[config.mk]
export PLATFORM = sky130hd
export DESIGN_NAME = dphy_master_burst
export DESIGN_NICKNAME = d
export VERILOG_FILES = /design/src/rtl/dphy_master_burst.sv
export SDC_FILE = /design/constraint.sdc
export NUM_CORES = 1
export LEC_CHECK = 0
export BUFFER_PORTS_ARGS = -buffer_cell sky130_fd_sc_hd__buf_2
export CAP_MARGIN = 20
export CORE_MARGIN = 4
export CORE_UTILIZATION = 40
export DETAILED_ROUTE_END_ITERATION = 10
export PLACE_DENSITY = 0.61
export SYNTH_ARGS = -nofsm -noshare
export SYNTH_HDL_FRONTEND = slang
export SYNTH_SLANG_ARGS = --single-unit
[constraint.sdc]
create_clock -name clk_i -period 4.1 [get_ports clk_i]
set_input_delay 0.82 -clock clk_i [delete_from_list [all_inputs] [get_ports clk_i]]
set_output_delay 0.82 -clock clk_i [all_outputs]
set_load 0.02 [all_outputs]
[src/rtl/dphy_master_burst.sv]
// D-PHY HS burst transmitter: unmaps a 32-bit packet word stream onto DATA_LANES byte lanes
// and frames each packet with the LP/HS start-of-transmission and end-of-transmission sequences.
module dphy_master_burst #(
    parameter int unsigned DATA_LANES        = 2,
    parameter int unsigned LPX_CYCLES        = 2,
    parameter int unsigned HS_PREPARE_CYCLES = 3,
    parameter int unsigned HS_ZERO_CYCLES    = 4,
    parameter int unsigned HS_TRAIL_CYCLES   = 3,
    parameter int unsigned HS_EXIT_CYCLES    = 2
) (
    input  logic                    clk_i,
    input  logic                    rst_i,
    input  logic [31:0]             data_i,
    input  logic                    valid_i,
    input  logic                    eop_i,
    output logic                    ready_o,
    output logic [DATA_LANES*8-1:0] hs_data_o,
    output logic                    hs_en_o,
    output logic [DATA_LANES-1:0]   lp_p_o,
    output logic [DATA_LANES-1:0]   lp_n_o,
    output logic                    busy_o,
    output logic                    underflow_o
);

    localparam int unsigned DW     = DATA_LANES * 8;
    localparam int unsigned PHASES = 4 / DATA_LANES;

    localparam logic [7:0] LPX_LOAD   = 8'(LPX_CYCLES - 1);
    localparam logic [7:0] PREP_LOAD  = 8'(HS_PREPARE_CYCLES - 1);
    localparam logic [7:0] ZERO_LOAD  = 8'(HS_ZERO_CYCLES - 1);
    localparam logic [7:0] TRAIL_LOAD = 8'(HS_TRAIL_CYCLES - 1);
    localparam logic [7:0] EXIT_LOAD  = 8'(HS_EXIT_CYCLES - 1);
    localparam logic [1:0] LAST_PHASE = 2'(PHASES - 1);

    typedef enum logic [2:0] {
        S_IDLE,
        S_LP01,
        S_LP00,
        S_HS_ZERO,
        S_SYNC,
        S_DATA,
        S_TRAIL,
        S_EXIT
    } state_e;

    state_e      state_q;
    logic [7:0]  cnt_q;
    logic [1:0]  phase_q;
    logic [31:0] word_q;
    logic        eop_q;

    logic last_phase;
    logic cnt_done;
    logic more_words;

    assign last_phase = (phase_q == LAST_PHASE);
    assign cnt_done   = (cnt_q == 8'd0);
    assign more_words = last_phase && !eop_q;

    // The word register shifts down one phase per cycle, so the bytes of the current
    // phase always sit in the low lanes; on exit from DATA it still holds the last bytes sent.
    always_ff @(posedge clk_i) begin
        if (rst_i) begin
            state_q <= S_IDLE;
            cnt_q   <= '0;
            phase_q <= '0;
            word_q  <= '0;
            eop_q   <= 1'b0;
        end else begin
            case (state_q)
                S_IDLE: begin
                    if (valid_i) begin
                        state_q <= S_LP01;
                        cnt_q   <= LPX_LOAD;
                    end
                end
                S_LP01: begin
                    if (cnt_done) begin
                        state_q <= S_LP00;
                        cnt_q   <= PREP_LOAD;
                    end else begin
                        cnt_q <= cnt_q - 8'd1;
                    end
                end
                S_LP00: begin
                    if (cnt_done) begin
                        state_q <= S_HS_ZERO;
                        cnt_q   <= ZERO_LOAD;
                    end else begin
                        cnt_q <= cnt_q - 8'd1;
                    end
                end
                S_HS_ZERO: begin
                    if (cnt_done) begin
                        state_q <= S_SYNC;
                        cnt_q   <= '0;
                    end else begin
                        cnt_q <= cnt_q - 8'd1;
                    end
                end
                S_SYNC: begin
                    word_q  <= data_i;
                    eop_q   <= eop_i;
                    phase_q <= '0;
                    state_q <= S_DATA;
                end
                S_DATA: begin
                    if (!last_phase) begin
                        phase_q <= phase_q + 2'd1;
                        word_q  <= word_q >> DW;
                    end else if (more_words && valid_i) begin
                        word_q  <= data_i;
                        eop_q   <= eop_i;
                        phase_q <= '0;
                    end else begin
                        state_q <= S_TRAIL;
                        cnt_q   <= TRAIL_LOAD;
                    end
                end
                S_TRAIL: begin
                    if (cnt_done) begin
                        state_q <= S_EXIT;
                        cnt_q   <= EXIT_LOAD;
                    end else begin
                        cnt_q <= cnt_q - 8'd1;
                    end
                end
                S_EXIT: begin
                    if (cnt_done) begin
                        state_q <= S_IDLE;
                        cnt_q   <= '0;
                    end else begin
                        cnt_q <= cnt_q - 8'd1;
                    end
                end
                default: begin
                    state_q <= S_IDLE;
                    cnt_q   <= '0;
                end
            endcase
        end
    end

    assign busy_o      = (state_q != S_IDLE);
    assign ready_o     = (state_q == S_SYNC) || ((state_q == S_DATA) && more_words);
    assign underflow_o = (state_q == S_DATA) && more_words && !valid_i;

    // Trail byte per lane is ~bit7 of that lane's last byte replicated; multiplying the
    // isolated 0/1 per byte by 0xFF fans it out without carries between bytes.
    always_comb begin
        hs_en_o   = 1'b0;
        hs_data_o = '0;
        lp_p_o    = '0;
        lp_n_o    = '0;
        case (state_q)
            S_IDLE, S_EXIT: begin
                lp_p_o = '1;
                lp_n_o = '1;
            end
            S_LP01: begin
                lp_n_o = '1;
            end
            S_LP00: begin
            end
            S_HS_ZERO: begin
                hs_en_o = 1'b1;
            end
            S_SYNC: begin
                hs_en_o   = 1'b1;
                hs_data_o = {DATA_LANES{8'hB8}};
            end
            S_DATA: begin
                hs_en_o   = 1'b1;
                hs_data_o = word_q[DW-1:0];
            end
            S_TRAIL: begin
                hs_en_o   = 1'b1;
                hs_data_o = ~DW'(((word_q >> 7) & 32'h0101_0101) * 32'd255);
            end
            default: begin
                lp_p_o = '1;
                lp_n_o = '1;
            end
        endcase
    end

endmodule

== Word-level counts from Yosys, hierarchy flattened ==
Index checks and enable logic that the tools add are counted.

* Output and inout port bits: 24
* Bits of input ports: 36
* Register bits after elaboration: 46

* Bitwise operators: 1
* Eq/ne operators: 18
* Muxes and demuxes: 30
* Reductions and logical operators: 20
* $add $sub $neg: 2
* Multiply operators: 1

{| class="wikitable"
|+ Operator list
! cell !! number
|-
| $mux W32 || 2
|-
| $pmux W32 S2 || 1
|-
| $mux W8 || 7
|-
| $pmux W16 S3 || 1
|-
| $pmux W8 S6 || 1
|-
| $mul A25 B8 Y16 const B || 1
|-
| $mux W3 || 8
|-
| $pmux W3 S8 || 1
|-
| $ne A2 B2 Y1 const B || 9
|-
| $not A16 Y16 || 1
|-
| $eq A3 B3 Y1 const B || 4
|-
| $logic_not A8 Y1 || 1
|-
| $mux W2 || 4
|-
| $reduce_and A8 Y1 || 1
|-
| $sub A8 B1 Y8 const B || 1
|-
| $eq A3 B2 Y1 const B || 2
|-
| $reduce_bool A6 Y1 || 1
|-
| $logic_and A1 B1 Y1 || 4
|-
| $pmux W2 S2 || 1
|-
| $reduce_and A4 Y1 || 1
|-
| $reduce_or A2 Y1 || 2
|-
| $reduce_or A4 Y1 || 1
|-
| $eq A3 B1 Y1 const B || 1
|-
| $logic_not A3 Y1 || 1
|-
| other kinds (12) || 15
|}

== Depth between registers and ports, before layout ==
Gate-level depths: netlist of the first run.

* Depth in word-level cells: 6
* Mapped depth: 6
* Mapped depth without buffers: 6

== Worst setup path before layout of the first run ==
No wires, ideal clock.

* Path kind: register to output
* Start: reg state_q[1]
* End: out lp_p_o[1]
* Data arrival time: 1562 ps
* Data required time: 3280 ps
* Slack: 1718 ps
* Stages on the path, launching flop included: 7
* Path through: dfxtp_1 -> buf_2 -> inv_1 -> clkbuf_1 -> nand3_1 -> nand2_1 -> buf_4

* Longest elaborated chain between the ends: 3
* Elaborated cells on any way between the ends: 4

{| class="wikitable"
|+ Ends and longest elaborated chain
! item !! RTL line !! text
|-
| from (decl) || 46 || <nowiki>state_e state_q;</nowiki>
|-
| from (signal assigned) || 64 || <nowiki>state_q <= S_IDLE;</nowiki>
|-
| from (signal assigned) || 73 || <nowiki>state_q <= S_LP01;</nowiki>
|-
| from (signal assigned) || 79 || <nowiki>state_q <= S_LP00;</nowiki>
|-
| $eq A3 B3 Y1 / $logic_not A3 Y1 (equally long branches) || 155 || <nowiki>case (state_q)</nowiki>
|-
| $reduce_or A2 Y1 (*) || 155 ||
|-
| $mux W2 (*) || 155 ||
|-
| to (decl) || 19 || <nowiki>output logic [DATA_LANES-1:0] lp_p_o,</nowiki>
|}

Every way passes the cells marked *; elsewhere a longest branch is shown, timed or not.

== Worst setup path in the final report of the first run ==
* Start: reg state_q[1]
* End: out hs_data_o[15]

* Longest elaborated chain between the ends: 2
* Elaborated cells on any way between the ends: 4

{| class="wikitable"
|+ Ends and longest elaborated chain
! item !! RTL line !! text
|-
| $eq A3 B3 Y1 || 155 ||
|-
| $pmux W16 S3 (*) || 155 ||
|-
| to (decl) || 17 || <nowiki>output logic [DATA_LANES*8-1:0] hs_data_o,</nowiki>
|}

Marks and branches as above.

==> summary.md, run 1 <==
| Metric | Value |
|---|---|
| CP max stage cell | dfxtp_1 |
| Design area | 2810 µm² |
| Measured slew at the worst slew-check pin | 0.6749 ns |
| Pre-Repair DR Iteration Count | 4 |
| Async SR Flop Fraction | 0% |
| CP endpoint kind | output pin |
| Clk Latency, worst-skew pair | 0.30 ns |
| Leak | 1.113 nW |
| Final net count | 402 |
| Yosys warning count | 0 |
| N_diodes | 0 |
| Syn avg cell area | 7.404 µm² |
| Max cap viols | 0 |
| Total clock sinks | 46 |
| Post-CTS Setup Bufs | 0 |
| Number of port buffers | 59 |
| Layout cells sized above 1 | 21.58% |
| Final Hold Viols | 0 |
| Final Power | 0.001654 W |
| GPL Wtd Cong | 0.8091 |
| Status | finished clean |
| Routed vias/inst | 5.445 |
| Crit path time final | 2.602 ns |
| Number of global-route vias before repair | 2,332 |
| Tot GR Track Use | 18.40% |
| Setup TNS | 0 ns |
| R2r startpoint | cnt_q[0] |
| Synth Register Bits | 46 |
| Top FF cell, synth | dfxtp_1 |
| CTS tree | done |
| Slew Viols, Final | 0 |
| Mapped Area | 2340 µm² |
| First-pass GRT wire length | 10,870 µm |
| Setup violation total in the final timing report | 0 |
| Max clock buf depth | 2 |
| Final ANT Viol Nets | 0 |
| Critical path launch point type | register |
| Crit path largest cell delay | 0.60 ns |
| Max_slew headroom | 55.01% |
| HP Class | reg -> reg |
| H-tree levels | 2 |
| # rows | 27 |
| Largest net degree at the start of global routing | 34 |
| Die Span Y | 84.48 µm |
| Leading area contributor after synthesis | dfxtp_1 |
| CORE AREA | 5574 µm² |
| Power Density | 588.7 nW/µm² |
| Total CTS buffers | 5 |
| Max IR drop VDD | 265.9 µV |
| Die width | 84.48 µm |
| Global route overflow | 0 |
| Share of the synthesized area in the top cell type | 39.36% |
| Crit path kind | reg -> out |
| Synth cell count leaders | nand2_1, dfxtp_1, a21oi_1, nor2_1, a311oi_1 |
| HPWL after DPL | 4470 µm |
| Die Area | 7137 µm² |
| Post-synthesis cell type count | 42 |
| Most common cell in the synthesized netlist | nand2_1 |
| RSZ-0062 raised after global routing | false |
| Clk_skew | 0.008577 ns |
| WP data arrival | 1.78 ns |
| Mapped Cells | 316 |
| Synth top area cells | dfxtp_1, nand2_1, a21oi_1, a311oi_1, nor2_1 |
| Critical path launch point | state_q[1] |
| Post-synth EDFFs | 0 |
| Cell family with most CP delay | flip-flops |
| Syn_nets | 353 |
| # resized after CTS | 0 |
| Total number of vias | 2,385 |
| Max Fclk | 0.3843 GHz |
| Routed WL | 6379 µm |
| Placed insts | 430 |
| Iteration-0 DRC Markers | 132 |
| Post-synthesis sequential area ratio | 39.36% |
| Crit share post-route | 63.46% |
| Worst EP required | 3.28 ns |
| Root Buffer | clkbuf_8 |
| Post-CTS Hold Buffers | 0 |
| Crit-path max FO | 15 |
| WP buf/inv | 2 |
| Area grow syn2layout | 20.11% |
| Worst Min Path Start | word_q[17] |
| DRC violations left | 0 |
| Clock slew at reported path FFs | 0.08 ns |
| Final std cells w/o fill | 438 |
| Starting Density | 41.98% |
| Drt wl/cell | 14.56 µm |
| Placed cell areas | 2668 µm² |
| CP Cell Sequence | inv_1, a21oi_1, nor2_1, buf_2 |
| Io pins | 60 |
| Antenna violations before repair | 0 |
==> placed cells by master (no fill, tap or decap), types with 2 or more instances in the layout <==
cell,n
buf_2,59
inv_1,5
nor2_1,30
or3_1,4
o311ai_0,3
a21o_1,6
buf_4,6
nand3_1,4
clkbuf_8,6
dfxtp_1,46
o31a_1,2
nand2_1,81
bufinv_16,2
nor2b_1,4
a22o_1,2
nor4b_1,2
a21oi_1,43
o21ai_0,7
xnor2_1,2
a211oi_1,4
a311oi_1,16
nand2b_1,12
==> flip-flops by register name, summed over array words and instances, names as in the netlist <==
name and count:
phase_q 2, cnt_q 8, word_q 32, state_q 3
eop_q 1
==> where the power goes <==
part	switching, W	internal (W)
Sequential	0.0000678	0.000504
Clock	0.000160	0.000260
Combinational	0.000418	0.000245
==> logic make-up after synthesis <==
| kind of cell | count (synthesis) | synth area share, % |
|---|---|---|
| AOI/OAI and AO/OA | 92 | 25.88 |
| xor gates and xnor gates | 2 | 0.7488 |
| adders and majority gates | 1 | 0.5347 |
| buffers and inverters | 28 | 5.187 |
| DFF | 46 | 39.36 |
| and+or+nand+nor | 147 | 28.29 |
==> layout make-up <==
cell class / instances / area (µm²)
Fill cell: 592 / 2764
Sequential cell: 46 / 920.9
Clock buffer: 6 / 82.58
Inverter: 5 / 18.77
Timing Repair Buffer: 65 / 340.3
Clock inverter: 2 / 60.06
Multi-Input combinational cell: 242 / 1297
Tap cell: 72 / 90.09
==> final timing paths <==
kind                                 endpoint  slack, ns  cells after the start
worst max register to register       cnt_q[2]       2.10                      6
worst min register to register     word_q[17]       0.46                      2
worst max-delay path            hs_data_o[15]       1.50                      4
worst min-delay path               word_q[17]       0.46                      2
==> tightest hold or removal path, cell delays in order (launching register included) <==
cell     delay [ns]
dfxtp_1        0.32
nand2_1        0.05
a21oi_1        0.05
==> metrics by stage <==
step           utilization, %  hold WS (ns)  setup slack [ns]
2_1_floorplan               -        0.4366             1.718
3_3_place_gp            47.86        0.4446             1.837
3_5_place_dp            47.86        0.4468             1.833
4_1_cts                 50.42        0.4599             1.469
5_1_grt                 50.42        0.4868             1.308
6_report                50.42        0.4615             1.498
==> layer usage <==
metal,up-vias,wire length (µm),part of all wire [%],global-route usage (%)
met5,-,0,0,0
met4,0,97,1.5,6.043
met3,10,238,3.7,3.631
met2,46,3178,50,32.03
met1,1127,2864,45,22.67
li1,1202,-,-,-
Power figures use the tool's default switching activity.
==> run 2: changes to the inputs <==
--- a/config.mk
+++ b/config.mk
@@ -5,6 +5,7 @@
 export SDC_FILE = /design/constraint.sdc
 export NUM_CORES = 1
 export LEC_CHECK = 0
+export ABC_AREA = 1
 export BUFFER_PORTS_ARGS = -buffer_cell sky130_fd_sc_hd__buf_2
 export CAP_MARGIN = 20
 export CORE_MARGIN = 4
==> constraint.sdc (replaced) <==
create_clock -name clk_i -period 2.68 [get_ports clk_i]
set_input_delay 0.536 -clock clk_i [delete_from_list [all_inputs] [get_ports clk_i]]
set_output_delay 0.536 -clock clk_i [all_outputs]
set_load 0.02 [all_outputs]
==> run 2 against run 1 <==
  * Non-clock buffer count shrank 2
  * Global-route usage down 1.4 points
  * Register-to-register slack got worse by 1.4 ns
  * Sequential share of layout area hardly changed
  * Die area is 1.3% higher
  * Largest power group unchanged
  * Highest routed layer unchanged
==> summary.md, run 2 <==
| Metric | Value |
|---|---|
| Status | finished clean |
| Final Power | 0.003013 W (+82%) |
| Routed WL | 6047 µm (-5.2%) |
| HP Class | in -> reg |
| Max Fclk | 0.4389 GHz |
| Comb power frac | 46.9% (+6.9 points) |
| Adder-Cell Fraction of Synth Area | 0.5274% (-0.0073 points) |
| Commonest non-fill, non-tap cell in the layout | nand2_1 |
| Leak | 1.479 nW (+33%) |
| Final Hold Viols | 0 (unchanged) |
| GPL Wtd Cong | 0.8289 (+2.4%) |
| WP data arrival | 1.74 ns (-0.04 ns) |
| Mux cell area share after synthesis | 0% (unchanged) |
| DRC violations left | 0 (unchanged) |
| Routed vias/inst | 5.055 (-7.2%) |
| Global route overflow | 0 (unchanged) |
| Top reg by flops | word_q |
| Drt wl/cell | 12.87 µm (-12%) |
| Number of fill cells in the layout | 588 (-0.68%) |
| Crit share post-route | 85.02% |
| # resized after CTS | 0 (unchanged) |
| HPWL after DPL | 4359 µm (-2.5%) |
| Crit-path max FO | 6 (-9) |
| Share of the synthesized area in the top cell type | 38.82% (-0.54 points) |
| Synth Area in Compound Gates | 18.25% (-7.6 points) |
| First-pass GRT wire length | 10,180 µm (-6.3%) |
| Layout cells sized above 1 | 21.11% (-0.48 points) |
| Register area | 920.9 µm² (unchanged) |
| Antenna violations before repair | 0 (unchanged) |
| Clk_skew | 0.004462 ns (-0.004114 ns) |
| Starting Density | 42.05% (+0.074 points) |
| Largest register FFs | 32 (unchanged) |
| Reg power frac | 35.7% (+1.1 points) |
| Max IR drop VDD | 600.8 µV (+130%) |
| Total number of vias | 2,376 (-0.38%) |
| Combinational family with the most area after synthesis | simple AND/OR/NAND/NOR gates |
| Die Area | 7227 µm² (+1.3%) |
| Pre-Repair DR Iteration Count | 4 (unchanged) |
| Crit path kind | reg -> out |
| Placed insts | 462 (+7.4%) |
| Die Span Y | 85.01 µm (+0.63%) |
| Most common cell in the synthesized netlist | nand2_1 |
| Yosys warning count | 0 (unchanged) |
| Number of port buffers | 59 (unchanged) |
| Synth top area cells | dfxtp_1, nand2_1, nand3_1, o211a_1, nor2_1 |
| Setup TNS | 0 ns (unchanged) |
| CTS tree | done |
| Cell family with most CP delay | simple AND/OR/NAND/NOR gates |
| Post-CTS Hold Buffers | 0 (unchanged) |
| Post-synth EDFFs | 0 (unchanged) |
| Psw | 0.001317 W (+100%) |
| Post-CTS Setup Bufs | 0 (unchanged) |
| Synth Register Bits | 46 (unchanged) |
| Slew Viols, Final | 0 (unchanged) |
| Total clock sinks | 46 (unchanged) |
| Top Registers | word_q (32), cnt_q (8), state_q (3) |
| Xor and xnor area share after synthesis | 0.3692% (-0.38 points) |
| CORE AREA | 5642 µm² (+1.2%) |
| Post-synthesis sequential area ratio | 38.82% (-0.54 points) |
| Final ANT Viol Nets | 0 (unchanged) |
| Syn_nets | 383 (+8.5%) |
| WP buf/inv | 3 (+1) |
| Root Buffer | clkbuf_8 |
| Pint | 0.001696 W (+68%) |
| Io pins | 60 (unchanged) |
| Iteration-0 DRC Markers | 82 (-38%) |
| Final net count | 434 (+8.0%) |
| Clock power share | 17.4% (-8.0 points) |
| Top FF cell, synth | dfxtp_1 |
| Leading area contributor after synthesis | dfxtp_1 |
| Syn avg cell area | 6.856 µm² (-7.4%) |
| H-tree levels | 2 (unchanged) |
| # rows | 27 (unchanged) |
| Most frequent cells in the layout | nand2_1, buf_2, dfxtp_1 |
| Post-Synth Simple-Gate Area | 33.28% (+5.0 points) |
| Max_slew headroom | 73.32% (+18 points) |
| Mapped Area | 2372 µm² (+1.4%) |
| Synth cell count leaders | nand2_1, dfxtp_1, nand3_1, nor2_1, a21oi_1 |
| Measured slew at the worst slew-check pin | 0.3988 ns (-0.2761 ns) |
| Number of global-route vias before repair | 2,272 (-2.6%) |
| Power Density | 1074 nW/µm² (+82%) |
| RSZ-0062 raised after global routing | false |
| CP max stage cell | dfxtp_1 |
| Crit path largest cell delay | 0.40 ns (-0.20 ns) |
| CP Cell Sequence | inv_1, nor3_1, inv_1, nor2_1, nor2_1, nand2_1, buf_2 |
| Die width | 85.01 µm (+0.63%) |
| Tot GR Track Use | 17.05% (-1.4 points) |
| Sw Ratio | 43.72% (+4.7 points) |
| Multi-input gate area | 1244 µm² (-4.1%) |
| Crit path time final | 2.279 ns |
| Max cap viols | 0 (unchanged) |
| Async SR Flop Fraction | 0% (unchanged) |
| Max clock buf depth | 2 (unchanged) |
| Mapped Cells | 346 (+9.5%) |
| Largest net degree at the start of global routing | 36 (+5.9%) |
| Final std cells w/o fill | 470 (+7.3%) |
| Area grow syn2layout | 18.30% |
| Worst EP required | 2.14 ns (-1.14 ns) |
| Post-synthesis cell type count | 26 (-38%) |
| Setup violation total in the final timing report | 0 (unchanged) |
| Clock slew at reported path FFs | 0.09 ns (about the same) |
| Clk Latency, worst-skew pair | 0.30 ns (about the same) |
| Critical path launch point type | register |
| N_diodes | 0 (unchanged) |
| Layout Utilization | 49.75% (-0.67 points) |
| Total CTS buffers | 5 (unchanged) |
| CP endpoint kind | output pin |
## run 2: cells by family after synthesis
group	after synthesis
AO/OA/AOI/OAI	69
XOR/XNOR	1
adder cells (fa/ha/maj)	1
buffers and inverters	46
flip-flops	46
AND/OR/NAND/NOR	183
## run 2: cell type report
class / instances / share of cell area, %
inverters: 27 / 3.700
well taps: 72 / 3.210
repair buffers: 63 / 12.04
clock buffers: 6 / 2.586
clock inverters: 2 / 1.337
flip-flops and latches: 46 / 32.81
multi-input cells: 254 / 44.32
## run 2: power groups by stage
stage,registers [W],clock network [W],logic (W)
6_report,0.00107,0.000525,0.00141
5_1_grt,0.00110,0.000556,0.00161
4_1_cts,0.00107,0.000536,0.00143
3_5_place_dp,0.00109,0,0.00142
3_3_place_gp,0.00109,0,0.00140
2_1_floorplan,0.00105,0,0.00112
## run 2: per-stage QoR
step,worst slack (ns),area [µm²],hold slack (ns)
2_1_floorplan,0.5981,2372,0.4468
3_3_place_gp,0.7234,2696,0.4626
3_5_place_dp,0.6942,2696,0.4662
4_1_cts,0.4109,2806,0.4502
5_1_grt,0.2628,2806,0.4666
6_report,0.4014,2806,0.4580
## run 2: worst paths after layout
| path | from | to | slack (ns) | cells past startpoint |
|---|---|---|---|---|
| max | state_q[2] | hs_data_o[15] | 0.40 | 7 |
| max reg2reg | state_q[0] | word_q[28] | 0.68 | 7 |
| min reg2reg | phase_q[1] | phase_q[1] | 0.48 | 2 |
| min | data_i[26] | word_q[26] | 0.46 | 3 |
## run 2: per-layer routing
metal	routed length, µm	global-route usage, %	up-vias	share of wire [%]
met1	2852	22.42	1082	47
met5	0	0	-	0
met4	57	5.899	0	0.94
met2	2889	27.82	52	48
li1	-	-	1238	-
met3	246	3.301	4	4.1
## run 2: worst register-to-register path, cell delays in order (launching register included)
cell	delay (ns)
dfxtp_1	0.46
nand3_2	0.18
inv_4	0.31
nand3_2	0.16
nand3_2	0.32
inv_2	0.22
a21oi_1	0.20
nor2_1	0.05
==> run 3: changes to the inputs <==
--- a/config.mk
+++ b/config.mk
@@ -6,12 +6,12 @@
 export NUM_CORES = 1
 export LEC_CHECK = 0
 export ABC_AREA = 1
-export BUFFER_PORTS_ARGS = -buffer_cell sky130_fd_sc_hd__buf_2
 export CAP_MARGIN = 20
 export CORE_MARGIN = 4
 export CORE_UTILIZATION = 40
+export CTS_BUF_LIST = sky130_fd_sc_hd__clkbuf_8 sky130_fd_sc_hd__clkbuf_16
 export DETAILED_ROUTE_END_ITERATION = 10
-export PLACE_DENSITY = 0.61
+export DONT_BUFFER_PORTS = 1
 export SYNTH_ARGS = -nofsm -noshare
 export SYNTH_HDL_FRONTEND = slang
 export SYNTH_SLANG_ARGS = --single-unit
==> run 3 against run 2 <==
  * Highest routed layer unchanged
  * Critical path depth is 3 lower
  * Global-route usage is 0.58 points lower
  * Sequential power hardly changed
  * Clock skew is 0.0057 ns higher
  * Utilization is 4.7 points lower
  * Via count is 7.6% lower
  * Register-to-register slack worse by 0.04 ns
  * Cell area is 9.5% lower
  * First-iteration DRC count is 1.2% higher
==> summary.md, run 3 (synthesis gave the netlist of run 2 again) <==
| Metric | Value |
|---|---|
| Layout cells sized above 1 | 8.211% (-13 points) |
| Max_slew headroom | 60.49% (-13 points) |
| Slew Viols, Final | 0 (unchanged) |
| Power Density | 1153 nW/µm² (+7.4%) |
| # rows | 27 (unchanged) |
| Tot GR Track Use | 16.47% (-0.58 points) |
| Crit path largest cell delay | 0.46 ns (+0.06 ns) |
| Crit path kind | reg -> out |
| Comb power frac | 45.3% (-1.6 points) |
| Met2 wire len | 2740 µm (-5.2%) |
| # resized after CTS | 0 (unchanged) |
| CP max stage cell | dfxtp_1 |
| Crit path time final | 2.290 ns (+0.01187 ns) |
| Clock power share | 18.0% (+0.6 points) |
| Largest register FFs | 32 (unchanged) |
| Setup TNS | 0 ns (unchanged) |
| H-tree levels | 2 (unchanged) |
| Antenna violations before repair | 0 (unchanged) |
| Number of port buffers | 0 (-100%) |
| Final Power | 0.002930 W (-2.8%) |
| Final hold slack | 0.2964 ns (-0.1615 ns) |
| Multi-input gate area | 1244 µm² (unchanged) |
| Leak | 1.245 nW (-16%) |
| Iteration-0 DRC Markers | 83 (+1.2%) |
| Setup violation total in the final timing report | 0 (unchanged) |
| Number of global-route vias before repair | 2,117 (-6.8%) |
| Clk_skew | 0.01017 ns (+0.005703 ns) |
| Status | finished clean |
| DRC violations left | 0 (unchanged) |
| Top Registers | word_q (32), cnt_q (8), state_q (3) |
| Drt wl/cell | 13.84 µm (+7.6%) |
| Critical path launch point type | register |
| Max IR drop VDD | 553.6 µV (-7.9%) |
| Post-CTS Hold Buffers | 0 (unchanged) |
| GPL Wtd Cong | 0.8007 (-3.4%) |
| Number of fill cells in the layout | 608 (+3.4%) |
| Commonest non-fill, non-tap cell in the layout | nand2_1 |
| N_diodes | 0 (unchanged) |
| Die width | 85.01 µm (unchanged) |
| WP buf/inv | 1 (-2) |
| Final net count | 377 (-13%) |
| WP data arrival | 1.75 ns (about the same) |
| Crit share post-route | 85.46% (+0.44 points) |
| HPWL after DPL | 4141 µm (-5.0%) |
| Worst EP required | 2.14 ns (about the same) |
| Die Area | 7227 µm² (unchanged) |
| Starting Density | 42.05% (unchanged) |
| DRT met1 WL | 2616 µm (-8.3%) |
| Pre-Repair DR Iteration Count | 4 (unchanged) |
| Max Fclk | 0.4366 GHz (-0.52%) |
| Pre-CTS WS | 0.6462 ns (-0.04797 ns) |
| Global route overflow | 0 (unchanged) |
| Sw Ratio | 43.80% (+0.085 points) |
| Routed vias/inst | 5.317 (+5.2%) |
| Post-CTS Setup Bufs | 0 (unchanged) |
| Largest net degree at the start of global routing | 36 (unchanged) |
| Clk Latency, worst-skew pair | 0.30 ns (about the same) |
| Register area | 920.9 µm² (unchanged) |
| RSZ-0062 raised after global routing | false |
| Total number of vias | 2,196 (-7.6%) |
| Measured slew at the worst slew-check pin | 0.5920 ns (+0.1932 ns) |
| Psw | 0.001283 W (-2.6%) |
| Pint | 0.001647 W (-2.9%) |
| Placed insts | 405 (-12%) |
| Crit-path max FO | 35 (+29) |
| First-pass GRT wire length | 9929 µm (-2.5%) |
| Uppermost routed layer | met4 |
| Cell family with most CP delay | simple AND/OR/NAND/NOR gates |
| Max cap viols | 0 (unchanged) |
| Total clock sinks | 46 (unchanged) |
| Die Span Y | 85.01 µm (unchanged) |
| Max clock buf depth | 2 (unchanged) |
| Final std cells w/o fill | 413 (-12%) |
| Top reg by flops | word_q |
| Total CTS buffers | 5 (unchanged) |
| Final Hold Viols | 0 (unchanged) |
| Root Buffer | clkbuf_8 |
| Clock slew at reported path FFs | 0.09 ns (about the same) |
| CORE AREA | 5642 µm² (unchanged) |
| Io pins | 60 (unchanged) |
| Reg power frac | 36.7% (+1.0 points) |
| CTS tree | done |
| CP Cell Sequence | nand3_2, inv_4, nand3_1, nor2_1 |
| Final setup margin | 0.3895 ns (-0.01187 ns) |
| Area grow syn2layout | 7.120% |
| Final ANT Viol Nets | 0 (unchanged) |
| Most frequent cells in the layout | nand2_1, dfxtp_1, nand3_1 |
| Routed WL | 5715 µm (-5.5%) |
| HP Class | in -> reg |
| WL met3 | 277 µm (+13%) |
| CP endpoint kind | output pin |
## run 3: cell count changes in the layout (fill, tap and decap cells not counted), sizes merged
cell | previous run | this run
clkbuf | 6 | 5
inv | 27 | 28
buf | 63 | 6
clkinvlp | 1 | 0
clkinv | 0 | 1
## run 3: path summary, 6_finish.rpt
kind              start  slack [ns]     endpoint  cells past startpoint
max          state_q[0]        0.39  underflow_o                      4
min               rst_i        0.30     cnt_q[7]                      1
max reg2reg  state_q[0]        0.64   word_q[12]                      7
min reg2reg  phase_q[1]        0.48   phase_q[1]                      2
## run 3: power groups by stage
stage / combinational (W) / clock (W) / sequential [W]
2_1_floorplan: 0.00112 / 0 / 0.00105
3_3_place_gp: 0.00132 / 0 / 0.00108
3_5_place_dp: 0.00133 / 0 / 0.00109
4_1_cts: 0.00134 / 0.000547 / 0.00107
5_1_grt: 0.00153 / 0.000570 / 0.00111
6_report: 0.00133 / 0.000527 / 0.00108
## run 3: layer usage
metal | track usage (%) | vias up
met5 | 0 | -
met4 | 5.324 | 0
met3 | 4.272 | 7
met2 | 27.26 | 39
met1 | 20.84 | 1023
li1 | - | 1127
## run 3: area by class of cell
type | instances | share of cell area (%)
sequential | 46 | 36.24
clock inverter | 3 | 1.723
clock buffer | 5 | 2.708
inverter | 27 | 4.087
timing repair buffer | 6 | 2.757
tap | 72 | 3.545
multi-input combinational | 254 | 48.94
## run 3: metrics by stage
| step | area, µm² | util [%] |
|---|---|---|
| floorplan | 2372 | - |
| global placement | 2429 | 43.05 |
| detailed placement | 2429 | 43.05 |
| CTS | 2541 | 45.04 |
| global route | 2541 | 45.04 |
| finish | 2541 | 45.04 |
